## config.mk

```make
export PLATFORM = sky130hd
export DESIGN_NAME = uart_loader_flat
export DESIGN_NICKNAME = d
export VERILOG_FILES = /design/src/rtl/uart_loader_pkg.sv /design/src/rtl/uart_loader_if.sv /design/src/rtl/uart_loader_resp.sv /design/src/rtl/uart_rx.sv /design/src/rtl/uart_tx.sv /design/src/rtl/uart_loader.sv /design/src/flat_wrapper.sv
export SDC_FILE = /design/constraint.sdc
export NUM_CORES = 1
export LEC_CHECK = 0
export BUFFER_PORTS_ARGS = -buffer_cell sky130_fd_sc_hd__buf_2
export CAP_MARGIN = 0
export CORE_MARGIN = 1.5
export CORE_UTILIZATION = 45
export DETAILED_ROUTE_END_ITERATION = 8
export PLACE_DENSITY = 0.58
export RECOVER_POWER = 25
export SYNTH_ARGS = -nofsm -noshare
export SYNTH_HDL_FRONTEND = slang
export SYNTH_SLANG_ARGS = --single-unit
```

## constraint.sdc

```tcl
create_clock -name clk -period 8.7 [get_ports clk]
set_clock_uncertainty 0.15 [all_clocks]
set_input_delay 2.175 -clock clk [delete_from_list [all_inputs] [get_ports clk]]
set_output_delay 2.175 -clock clk [all_outputs]
set_load 0.05 [all_outputs]
```

## src/rtl/uart_loader_pkg.sv

```systemverilog
`default_nettype none
// ============================================================================
// Module   : uart_loader_pkg
// Brief    : Shared state encoding and protocol characters for uart_loader.
// Revision : 1.0
// ============================================================================
package uart_loader_pkg;

    typedef enum logic [2:0] {
        IDLE  = 3'd0,
        ADDR  = 3'd1,
        DATA  = 3'd2,
        CLEAR = 3'd3,
        RESP  = 3'd4
    } state_t;

    localparam logic [7:0] CMD_DOWNLOAD = 8'h64;  // 'd'
    localparam logic [7:0] CMD_CLEAR    = 8'h63;  // 'c'
    localparam logic [7:0] RSP_START    = 8'h73;  // 's'
    localparam logic [7:0] RSP_READY    = 8'h72;  // 'r'
    localparam logic [7:0] RSP_ERROR    = 8'h65;  // 'e'

endpackage
`default_nettype wire

```

## src/rtl/uart_loader_if.sv

```systemverilog
`default_nettype none
// ============================================================================
// Module   : uart_loader_if
// Brief    : Loader-to-memory write bus (ownership flag, strobe, address, data).
// Revision : 1.0
// ============================================================================
interface uart_loader_if #(
    parameter int ADDR_WIDTH = 16,
    parameter int DATA_WIDTH = 32
);
    logic                  load_active;
    logic                  load_wr;
    logic [ADDR_WIDTH-1:0] load_addr;
    logic [DATA_WIDTH-1:0] load_data;

    modport master (output load_active, output load_wr, output load_addr, output load_data);
    modport slave  (input  load_active, input  load_wr, input  load_addr, input  load_data);
endinterface
`default_nettype wire

```

## src/rtl/uart_loader_resp.sv

```systemverilog
`default_nettype none
// ============================================================================
// Module   : uart_loader_resp
// Brief    : Two-byte response queue, echo holding register and TX source mux.
// Revision : 1.0
// ============================================================================
module uart_loader_resp (
    input  wire logic       clk,
    input  wire logic       rst,
    input  wire logic       i_q_load,
    input  wire logic [1:0] i_q_cnt,
    input  wire logic [7:0] i_q_b0,
    input  wire logic [7:0] i_q_b1,
    input  wire logic       i_echo,
    input  wire logic [7:0] i_echo_data,
    input  wire logic       i_fifo_valid,
    input  wire logic [7:0] i_fifo_data,
    input  wire logic       i_tx_busy,
    output logic            o_tx_start,
    output logic [7:0]      o_tx_data,
    output logic            o_fifo_pop,
    output logic            o_idle
);
    logic [7:0] r_q0, r_q1, r_echo;
    logic [1:0] r_qcnt;
    logic       r_echo_v;
    logic       w_sel_q, w_sel_e, w_sel_d, w_sel_f;

    // queued responses first, then a held echo, then a fresh echo, then console
    always_comb begin
        w_sel_q    = (r_qcnt != 2'd0);
        w_sel_e    = !w_sel_q && r_echo_v;
        w_sel_d    = !w_sel_q && !r_echo_v && i_echo;
        w_sel_f    = !w_sel_q && !r_echo_v && !i_echo && i_fifo_valid;
        o_tx_start = !i_tx_busy && (w_sel_q || w_sel_e || w_sel_d || w_sel_f);
        o_fifo_pop = !i_tx_busy && w_sel_f;
        o_tx_data  = i_fifo_data;
        if (w_sel_q)      o_tx_data = r_q0;
        else if (w_sel_e) o_tx_data = r_echo;
        else if (w_sel_d) o_tx_data = i_echo_data;
    end

    always_ff @(posedge clk) begin
        if (rst) begin
            r_q0     <= '0;
            r_q1     <= '0;
            r_qcnt   <= 2'd0;
            r_echo   <= '0;
            r_echo_v <= 1'b0;
        end else begin
            if (i_q_load) begin
                r_q0   <= i_q_b0;
                r_q1   <= i_q_b1;
                r_qcnt <= i_q_cnt;
            end else if (o_tx_start && w_sel_q) begin
                r_q0   <= r_q1;
                r_qcnt <= r_qcnt - 2'd1;
            end
            if (i_echo && !(o_tx_start && w_sel_d)) begin
                r_echo   <= i_echo_data;
                r_echo_v <= 1'b1;
            end else if (o_tx_start && w_sel_e) begin
                r_echo_v <= 1'b0;
            end
        end
    end

    assign o_idle = (r_qcnt == 2'd0) && !r_echo_v;
endmodule
`default_nettype wire

```

## src/rtl/uart_rx.sv

```systemverilog
`default_nettype none
// ============================================================================
// Module   : uart_rx
// Brief    : 8N1 UART receiver; one-cycle o_done pulse at mid stop bit.
// Revision : 1.0
// ============================================================================
module uart_rx #(
    parameter int CLK_SPEED = 100_000_000,
    parameter int BAUDRATE  = 115200
) (
    input  wire logic       clk,
    input  wire logic       rst,
    input  wire logic       i_rxd,
    output logic            o_done,
    output logic [7:0]      o_data
);
    localparam int c_DIV = CLK_SPEED / BAUDRATE;
    localparam int c_CW  = $clog2(c_DIV);

    logic            r_s1, r_s2, r_active, r_done;
    logic [c_CW-1:0] r_cnt;
    logic [3:0]      r_bit;
    logic [7:0]      r_shift, r_data;

    always_ff @(posedge clk) begin
        if (rst) begin
            r_s1     <= 1'b1;
            r_s2     <= 1'b1;
            r_active <= 1'b0;
            r_done   <= 1'b0;
            r_cnt    <= '0;
            r_bit    <= 4'd0;
            r_shift  <= '0;
            r_data   <= '0;
        end else begin
            r_s1   <= i_rxd;
            r_s2   <= r_s1;
            r_done <= 1'b0;
            if (!r_active) begin
                if (!r_s2) begin
                    r_active <= 1'b1;
                    r_cnt    <= c_CW'(c_DIV / 2 - 1);
                    r_bit    <= 4'd0;
                end
            end else if (r_cnt != '0) begin
                r_cnt <= r_cnt - c_CW'(1);
            end else begin
                r_cnt <= c_CW'(c_DIV - 1);
                // bit 0 re-checks the start bit to reject glitches
                if (r_bit == 4'd0) begin
                    if (r_s2) r_active <= 1'b0;
                    else      r_bit    <= 4'd1;
                end else if (r_bit <= 4'd8) begin
                    r_shift <= {r_s2, r_shift[7:1]};
                    r_bit   <= r_bit + 4'd1;
                end else begin
                    r_active <= 1'b0;
                    r_done   <= r_s2;
                    r_data   <= r_shift;
                end
            end
        end
    end

    assign o_done = r_done;
    assign o_data = r_data;
endmodule
`default_nettype wire

```

## src/rtl/uart_tx.sv

```systemverilog
`default_nettype none
// ============================================================================
// Module   : uart_tx
// Brief    : 8N1 UART transmitter; accepts a byte on i_start while not busy.
// Revision : 1.0
// ============================================================================
module uart_tx #(
    parameter int CLK_SPEED = 100_000_000,
    parameter int BAUDRATE  = 115200
) (
    input  wire logic       clk,
    input  wire logic       rst,
    input  wire logic       i_start,
    input  wire logic [7:0] i_data,
    output logic            o_busy,
    output logic            o_txd
);
    localparam int c_DIV = CLK_SPEED / BAUDRATE;
    localparam int c_CW  = $clog2(c_DIV);

    logic [9:0]      r_shift;
    logic [3:0]      r_bits;
    logic [c_CW-1:0] r_cnt;

    always_ff @(posedge clk) begin
        if (rst) begin
            r_shift <= '1;
            r_bits  <= 4'd0;
            r_cnt   <= '0;
        end else if (r_bits == 4'd0) begin
            if (i_start) begin
                r_shift <= {1'b1, i_data, 1'b0};
                r_bits  <= 4'd10;
                r_cnt   <= c_CW'(c_DIV - 1);
            end
        end else if (r_cnt == '0) begin
            r_shift <= {1'b1, r_shift[9:1]};
            r_bits  <= r_bits - 4'd1;
            r_cnt   <= c_CW'(c_DIV - 1);
        end else begin
            r_cnt <= r_cnt - c_CW'(1);
        end
    end

    assign o_busy = (r_bits != 4'd0);
    assign o_txd  = r_shift[0];
endmodule
`default_nettype wire

```

## src/rtl/uart_loader.sv

```systemverilog
`default_nettype none
// ============================================================================
// Module   : uart_loader
// Brief    : UART console bridge with download/clear memory-loader protocol.
// Revision : 1.0
// ============================================================================
module uart_loader
    import uart_loader_pkg::*;
#(
    parameter int CLK_SPEED      = 100_000_000,
    parameter int BAUDRATE       = 115200,
    parameter int WORD_BYTES     = 4,
    parameter int ADDR_WIDTH     = 16,
    parameter int ADDR_BYTES     = 2,
    parameter int TIMEOUT_CYCLES = CLK_SPEED * 5,
    parameter int TX_FIFO_DEPTH  = 16
) (
    input  wire logic       clk,
    input  wire logic       reset,
    input  wire logic [7:0] tx_data,
    input  wire logic       tx_req,
    output logic            tx_full,
    output logic            txd,
    input  wire logic       rxd,
    uart_loader_if.master   mem
);
    localparam int c_AB_W = ADDR_BYTES * 8;
    localparam int c_W    = WORD_BYTES * 8;
    localparam int c_FW   = $clog2(TX_FIFO_DEPTH);
    localparam int c_TO_W = $clog2(TIMEOUT_CYCLES + 1);
    localparam logic [c_TO_W-1:0] c_TO = c_TO_W'(TIMEOUT_CYCLES);

    state_t                r_state, w_state_next;
    logic [ADDR_WIDTH-1:0] r_addr, r_load_addr;
    logic [c_AB_W-1:0]     r_abuf, w_abuf_next;
    logic [c_W-1:0]        r_word, w_word_next, r_load_data;
    logic [3:0]            r_cnt;
    logic [7:0]            r_csum;
    logic [c_TO_W-1:0]     r_timeout;
    logic                  r_load_wr;

    logic       w_rx_done, w_tx_busy, w_tx_start, w_expire, w_echo;
    logic       w_q_load, w_fifo_pop, w_resp_idle, w_push, w_empty;
    logic [1:0] w_q_cnt;
    logic [7:0] w_rx_data, w_tx_data, w_q_b0, w_q_b1;
    logic       w_unused;

    logic [7:0]  r_fifo [TX_FIFO_DEPTH];
    logic [c_FW:0] r_wp, r_rp;

    uart_rx #(.CLK_SPEED(CLK_SPEED), .BAUDRATE(BAUDRATE)) u_rx (
        .clk(clk), .rst(reset), .i_rxd(rxd), .o_done(w_rx_done), .o_data(w_rx_data)
    );

    uart_tx #(.CLK_SPEED(CLK_SPEED), .BAUDRATE(BAUDRATE)) u_tx (
        .clk(clk), .rst(reset), .i_start(w_tx_start), .i_data(w_tx_data),
        .o_busy(w_tx_busy), .o_txd(txd)
    );

    uart_loader_resp u_resp (
        .clk(clk), .rst(reset),
        .i_q_load(w_q_load), .i_q_cnt(w_q_cnt), .i_q_b0(w_q_b0), .i_q_b1(w_q_b1),
        .i_echo(w_echo), .i_echo_data(w_rx_data),
        .i_fifo_valid(!w_empty && !mem.load_active), .i_fifo_data(r_fifo[r_rp[c_FW-1:0]]),
        .i_tx_busy(w_tx_busy), .o_tx_start(w_tx_start), .o_tx_data(w_tx_data),
        .o_fifo_pop(w_fifo_pop), .o_idle(w_resp_idle)
    );

    // console FIFO: a pop in the same cycle frees room for a push while full
    assign w_empty = (r_wp == r_rp);
    assign tx_full = (r_wp[c_FW] != r_rp[c_FW]) && (r_wp[c_FW-1:0] == r_rp[c_FW-1:0]);
    assign w_push  = tx_req && (!tx_full || w_fifo_pop);

    always_ff @(posedge clk) begin
        if (reset) begin
            r_wp <= '0;
            r_rp <= '0;
        end else begin
            if (w_push)     r_wp <= r_wp + (c_FW+1)'(1);
            if (w_fifo_pop) r_rp <= r_rp + (c_FW+1)'(1);
        end
    end

    always_ff @(posedge clk) begin
        if (w_push) r_fifo[r_wp[c_FW-1:0]] <= tx_data;
    end

    assign w_abuf_next = c_AB_W'({w_rx_data, r_abuf} >> 8);
    assign w_word_next = c_W'({w_rx_data, r_word} >> 8);
    assign w_expire    = (r_timeout == c_TO_W'(1)) && !w_rx_done;
    assign w_unused    = ^w_abuf_next;

    always_ff @(posedge clk) begin
        if (reset) r_state <= IDLE;
        else       r_state <= w_state_next;
    end

    always_comb begin
        w_state_next = r_state;
        w_q_load     = 1'b0;
        w_q_cnt      = 2'd0;
        w_q_b0       = 8'h00;
        w_q_b1       = 8'h00;
        w_echo       = 1'b0;
        case (r_state)
            IDLE: begin
                if (w_rx_done && w_rx_data == CMD_DOWNLOAD) w_state_next = ADDR;
                else if (w_rx_done && w_rx_data == CMD_CLEAR) w_state_next = CLEAR;
            end
            ADDR: begin
                if (w_rx_done && r_cnt == 4'(ADDR_BYTES - 1)) begin
                    w_state_next = DATA;
                    w_q_load = 1'b1;  w_q_cnt = 2'd1;  w_q_b0 = RSP_START;
                end else if (w_expire) begin
                    w_state_next = RESP;
                    w_q_load = 1'b1;  w_q_cnt = 2'd1;  w_q_b0 = RSP_ERROR;
                end
            end
            DATA: begin
                if (w_rx_done) begin
                    w_echo = 1'b1;
                end else if (w_expire) begin
                    w_state_next = RESP;
                    w_q_load = 1'b1;  w_q_cnt = 2'd2;  w_q_b0 = r_csum;  w_q_b1 = RSP_READY;
                end
            end
            CLEAR: begin
                if (r_addr == {ADDR_WIDTH{1'b1}}) begin
                    w_state_next = RESP;
                    w_q_load = 1'b1;  w_q_cnt = 2'd1;  w_q_b0 = RSP_READY;
                end
            end
            RESP: begin
                if (w_resp_idle) w_state_next = IDLE;
            end
            default: w_state_next = IDLE;
        endcase
    end

    always_ff @(posedge clk) begin
        if (reset) begin
            r_addr      <= '0;
            r_abuf      <= '0;
            r_word      <= '0;
            r_cnt       <= 4'd0;
            r_csum      <= 8'h00;
            r_timeout   <= '0;
            r_load_wr   <= 1'b0;
            r_load_addr <= '0;
            r_load_data <= '0;
        end else begin
            r_load_wr <= 1'b0;
            case (r_state)
                IDLE: begin
                    r_cnt     <= 4'd0;
                    r_csum    <= 8'h00;
                    r_word    <= '0;
                    r_timeout <= (w_rx_done && w_rx_data == CMD_DOWNLOAD) ? c_TO : '0;
                    if (w_rx_done && w_rx_data == CMD_CLEAR) r_addr <= '0;
                end
                ADDR: begin
                    r_timeout <= w_rx_done ? c_TO : r_timeout - c_TO_W'(1);
                    if (w_rx_done) begin
                        r_abuf <= w_abuf_next;
                        if (r_cnt == 4'(ADDR_BYTES - 1)) begin
                            r_addr <= w_abuf_next[ADDR_WIDTH-1:0];
                            r_cnt  <= 4'd0;
                        end else begin
                            r_cnt <= r_cnt + 4'd1;
                        end
                    end
                end
                DATA: begin
                    r_timeout <= w_rx_done ? c_TO : r_timeout - c_TO_W'(1);
                    if (w_rx_done) begin
                        r_csum <= r_csum + w_rx_data;
                        r_word <= w_word_next;
                        if (r_cnt == 4'(WORD_BYTES - 1)) begin
                            r_load_wr   <= 1'b1;
                            r_load_addr <= r_addr;
                            r_load_data <= w_word_next;
                            r_addr      <= r_addr + ADDR_WIDTH'(1);
                            r_cnt       <= 4'd0;
                        end else begin
                            r_cnt <= r_cnt + 4'd1;
                        end
                    end
                end
                CLEAR: begin
                    r_load_wr   <= 1'b1;
                    r_load_addr <= r_addr;
                    r_load_data <= '0;
                    r_addr      <= r_addr + ADDR_WIDTH'(1);
                end
                default: r_timeout <= '0;
            endcase
        end
    end

    assign mem.load_active = (r_state != IDLE);
    assign mem.load_wr     = r_load_wr;
    assign mem.load_addr   = r_load_addr;
    assign mem.load_data   = r_load_data;
endmodule
`default_nettype wire

```

## src/flat_wrapper.sv

```systemverilog
// flat-port wrapper written by rule: the top's interface ports become plain ports
module uart_loader_flat import uart_loader_pkg::*;
#(
    parameter int CLK_SPEED      = 100_000_000,
    parameter int BAUDRATE       = 115200,
    parameter int WORD_BYTES     = 4,
    parameter int ADDR_WIDTH     = 16,
    parameter int ADDR_BYTES     = 2,
    parameter int TIMEOUT_CYCLES = CLK_SPEED * 5,
    parameter int TX_FIFO_DEPTH  = 16
)
  (clk, reset, tx_data, tx_req, tx_full, txd, rxd, mem_load_active, mem_load_wr, mem_load_addr, mem_load_data);
  uart_loader_if #(.ADDR_WIDTH(ADDR_WIDTH), .DATA_WIDTH((4)*8)) mem_i ();
  input  wire logic clk;
  input  wire logic reset;
  input  wire logic [7:0] tx_data;
  input  wire logic tx_req;
  output logic tx_full;
  output logic txd;
  input  wire logic rxd;
  output wire logic [$bits(mem_i.load_active)-1:0] mem_load_active;
  output wire logic [$bits(mem_i.load_wr)-1:0] mem_load_wr;
  output wire logic [$bits(mem_i.load_addr)-1:0] mem_load_addr;
  output wire logic [$bits(mem_i.load_data)-1:0] mem_load_data;
  assign mem_load_active = mem_i.load_active;
  assign mem_load_wr = mem_i.load_wr;
  assign mem_load_addr = mem_i.load_addr;
  assign mem_load_data = mem_i.load_data;
  uart_loader #(.CLK_SPEED(CLK_SPEED), .BAUDRATE(BAUDRATE), .WORD_BYTES(WORD_BYTES), .ADDR_WIDTH(ADDR_WIDTH), .ADDR_BYTES(ADDR_BYTES), .TIMEOUT_CYCLES(TIMEOUT_CYCLES), .TX_FIFO_DEPTH(TX_FIFO_DEPTH)) u_core (.clk(clk), .reset(reset), .tx_data(tx_data), .tx_req(tx_req), .tx_full(tx_full), .txd(txd), .rxd(rxd), .mem(mem_i));
endmodule
```

==> flow_metrics.tcl <==
set metrics [dict create \
    crit_required_ns 6.38 \
    cts_sinks 360 \
    drv_slew 0 \
    overflow 0 \
    cts_hold_buf 0 \
    synth.distinct_cells 74 \
    synth.yosys.warnings 0 \
    drtAntennaViolNets 0 \
    tns_ns 0 \
    num-fill-cells 3071 \
    whs_path_depth 1 \
    slew_headroom_pct 11.4 \
    totalWireLength_mm 36.2 \
    final_nets 1604 \
    globalRouteTotalUtil_pct 20.7 \
    cts_tree "done" \
    ir_drop_v 0.000188 \
    critical-path-slowest-cell "dfxtp_1" \
    antenna_found_initial 0 \
    place_ws_ns 4.00 \
    r2r_start "u_core.u_resp.r_qcnt[0]" \
    status "finished, final reports clean" \
    hold_path_class "reg2reg" \
    startpoint_type "flip-flop" \
    syn_area_per_cell_um2 10.1 \
    cts_root_buf "clkbuf_16" \
    drtPass1Iterations 5 \
    power_leakage_nw 6.18 \
    final_common_cell "dfxtp_1" \
    worst_slack_ns 4.39 \
    synth_top_area_share_pct 30.2 \
    fmaxAchievable_ghz 0.232 \
    layout_common_cells "dfxtp_1, nand2_1, nor2_1, a21oi_1, edfxtp_1" \
    end_kind "primary output" \
    path_clk_slew_ns 0.05 \
    grt_first_pass_wirelength_mm 58.9 \
    synthesis.nets 1568 \
    synth_edf_count 128 \
    core_mm2 0.0336 \
    regToRegEndpoint "u_core.r_fifo[2][5]" \
    ys_top_cells_by_area "dfxtp_1, edfxtp_1, nand2_1" \
    p_per_area_mw_per_mm2 333 \
    critPathBufInv 2 \
    cts_buffers 41 \
    place_congestion 0.817 \
    tightest_slew_ns 1.32 \
    syn_area_mm2 0.0154 \
    cts_setup_buffers 0 \
    holdPathEnd "u_core.u_rx.r_s2" \
    clk_path_buf_depth 3 \
    cts.repair.resized 0 \
    syn-instance-count 1532 \
    clk_latency_ns 0.53 \
    port_buffers 63 \
    worst-setup-path-type "reg2out" \
    grt_pass1_vias 10891 \
    path_delay_family "flip-flops" \
    worstRegToRegCells 7 \
    synth_top_cell_by_area "dfxtp_1" \
    drtIter0Drc 709 \
    ys_seq_area_share_pct 55.1 \
    fp.dieH_um 188 \
    rsz0062_at_grt "false" \
    setup_violations 0 \
    ys_seq_elements 360 \
    min_from "u_core.u_rx.r_s1" \
    rows 67 \
    min_period_ns 4.31 \
    drc 0 \
    via_per_inst 5.55 \
    grt_max_degree 97 \
    start_util_pct 45.8 \
    max_stage_delay_ns 0.51 \
    post_drt_wl_per_cell_um 17.7 \
    h-tree-depth 2 \
    post-route-period-util_pct 49.5 \
    dieArea_mm2 0.0353 \
    path_max_fanout 9 \
    dr_total_vias 11357 \
    path_cells "xor2_1 > nor4_1 > buf_4 > and2_1 > buf_2" \
    syn_to_final_growth_pct 13.1 \
    drive_gt1_share_pct 11.4 \
    hpwl_mm 23.2 \
    die_w_um 188 \
    cp.arrival_ns 1.98 \
    maxCapViolCount 0 \
    synth_flop_cell "dfxtp_1" \
    ioPinCount 64 \
    hold_violations 0 \
    antenna_cells 0 \
    async_flop_share_pct 0 \
    rrSetupSlack_ns 4.72 \
]
-- metal layers --
metal | vias to the layer above | share of wire (%) | global-route usage (%)
met2 | 241 | 47 | 34.5
met4 | 0 | 1.9 | 5.75
met1 | 5429 | 46 | 28.0
met3 | 58 | 4.6 | 3.16
met5 | - | 0 | 0
li1 | 5629 | - | -
-- through the flow --
stage / area [um^2] / utilization [%] / cells / hold WS (ns) / power [mW]
global placement: 16100 / 47.9 / 1973 / 0.248 / 4.10
CTS: 17400 / 51.8 / 2047 / 0.261 / 5.84
floorplan: 15400 / - / 1532 / 0.239 / 3.65
detailed placement: 16100 / 47.9 / 1973 / 0.249 / 4.13
global route: 17400 / 51.8 / 2047 / 0.279 / 6.19
finish: 17400 / 51.8 / 2047 / 0.254 / 5.79
-- logic make-up after synthesis --
| kind of cell | count (synthesis) | share of synthesized area [%] |
|---|---|---|
| simple gates | 552 | 16.6 |
| compound gates | 365 | 14.7 |
| flops | 360 | 55.1 |
| buf+inv | 115 | 2.91 |
| mux | 75 | 6.35 |
| xor+xnor | 41 | 2.33 |
| fa+ha+maj | 24 | 2.00 |
-- Yosys cell counts, types with 7 or more instances --
library cell	n
and3_1	13
nand4_1	8
nor4_1	13
o21ai_0	74
a22oi_1	31
nand2_1	194
ha_1	23
nor2_1	184
nor3_1	30
a211oi_1	12
inv_1	28
xnor2_1	22
edfxtp_1	128
xor2_1	19
a31oi_1	19
a21oi_1	134
mux4_2	18
mux2i_1	55
dfxtp_1	232
or3_1	16
nor2b_1	9
or4_1	8
o22ai_1	18
o211ai_1	11
a311oi_1	11
a41o_1	7
nand3b_1	8
buf_2	7
nand3_1	27
clkbuf_1	77
-- power breakdown --
group	switching, mW	internal (mW)	leakage, nW
logic	1.25	0.814	2.49
clock network	0.664	1.02	0.655
registers	0.151	1.89	3.04
total	2.06	3.73	6.18
-- final cells by class --
type / count / area [um^2] / area share, %
flip-flops and latches: 360 / 8490 / 48.7
clock inverters: 17 / 159 / 0.912
inverters: 28 / 105 / 0.604
clock buffers: 57 / 1170 / 6.71
repair buffers: 80 / 435 / 2.50
multi-input cells: 1057 / 6500 / 37.3
well taps: 448 / 561 / 3.22
-- worst max-delay path by stage --
stage,start,end,slack [ns],cells after the start
final,u_core.r_wp[3],tx_full,4.39,5
after detailed placement,reset,u_core.mem.load_data[11],4.00,4
after floorplan,u_core.r_wp[3],tx_full,4.69,4
after CTS,u_core.r_wp[3],tx_full,4.36,5
after global placement,reset,u_core.mem.load_data[18],4.07,4
after global routing,u_core.r_wp[3],tx_full,4.24,5
-- sequential cells by signal (all words and copies together), names as in the netlist, 10 cells and up, named ones only --
| register | flops |
|---|---|
| u_core.mem.load_addr | 16 |
| u_core.mem.load_data | 32 |
| u_core.r_addr | 16 |
| u_core.r_fifo | 128 |
| u_core.r_timeout | 29 |
| u_core.r_word | 24 |
| u_core.u_rx.r_cnt | 10 |
| u_core.u_tx.r_cnt | 10 |
Power figures use the tool's default switching activity.
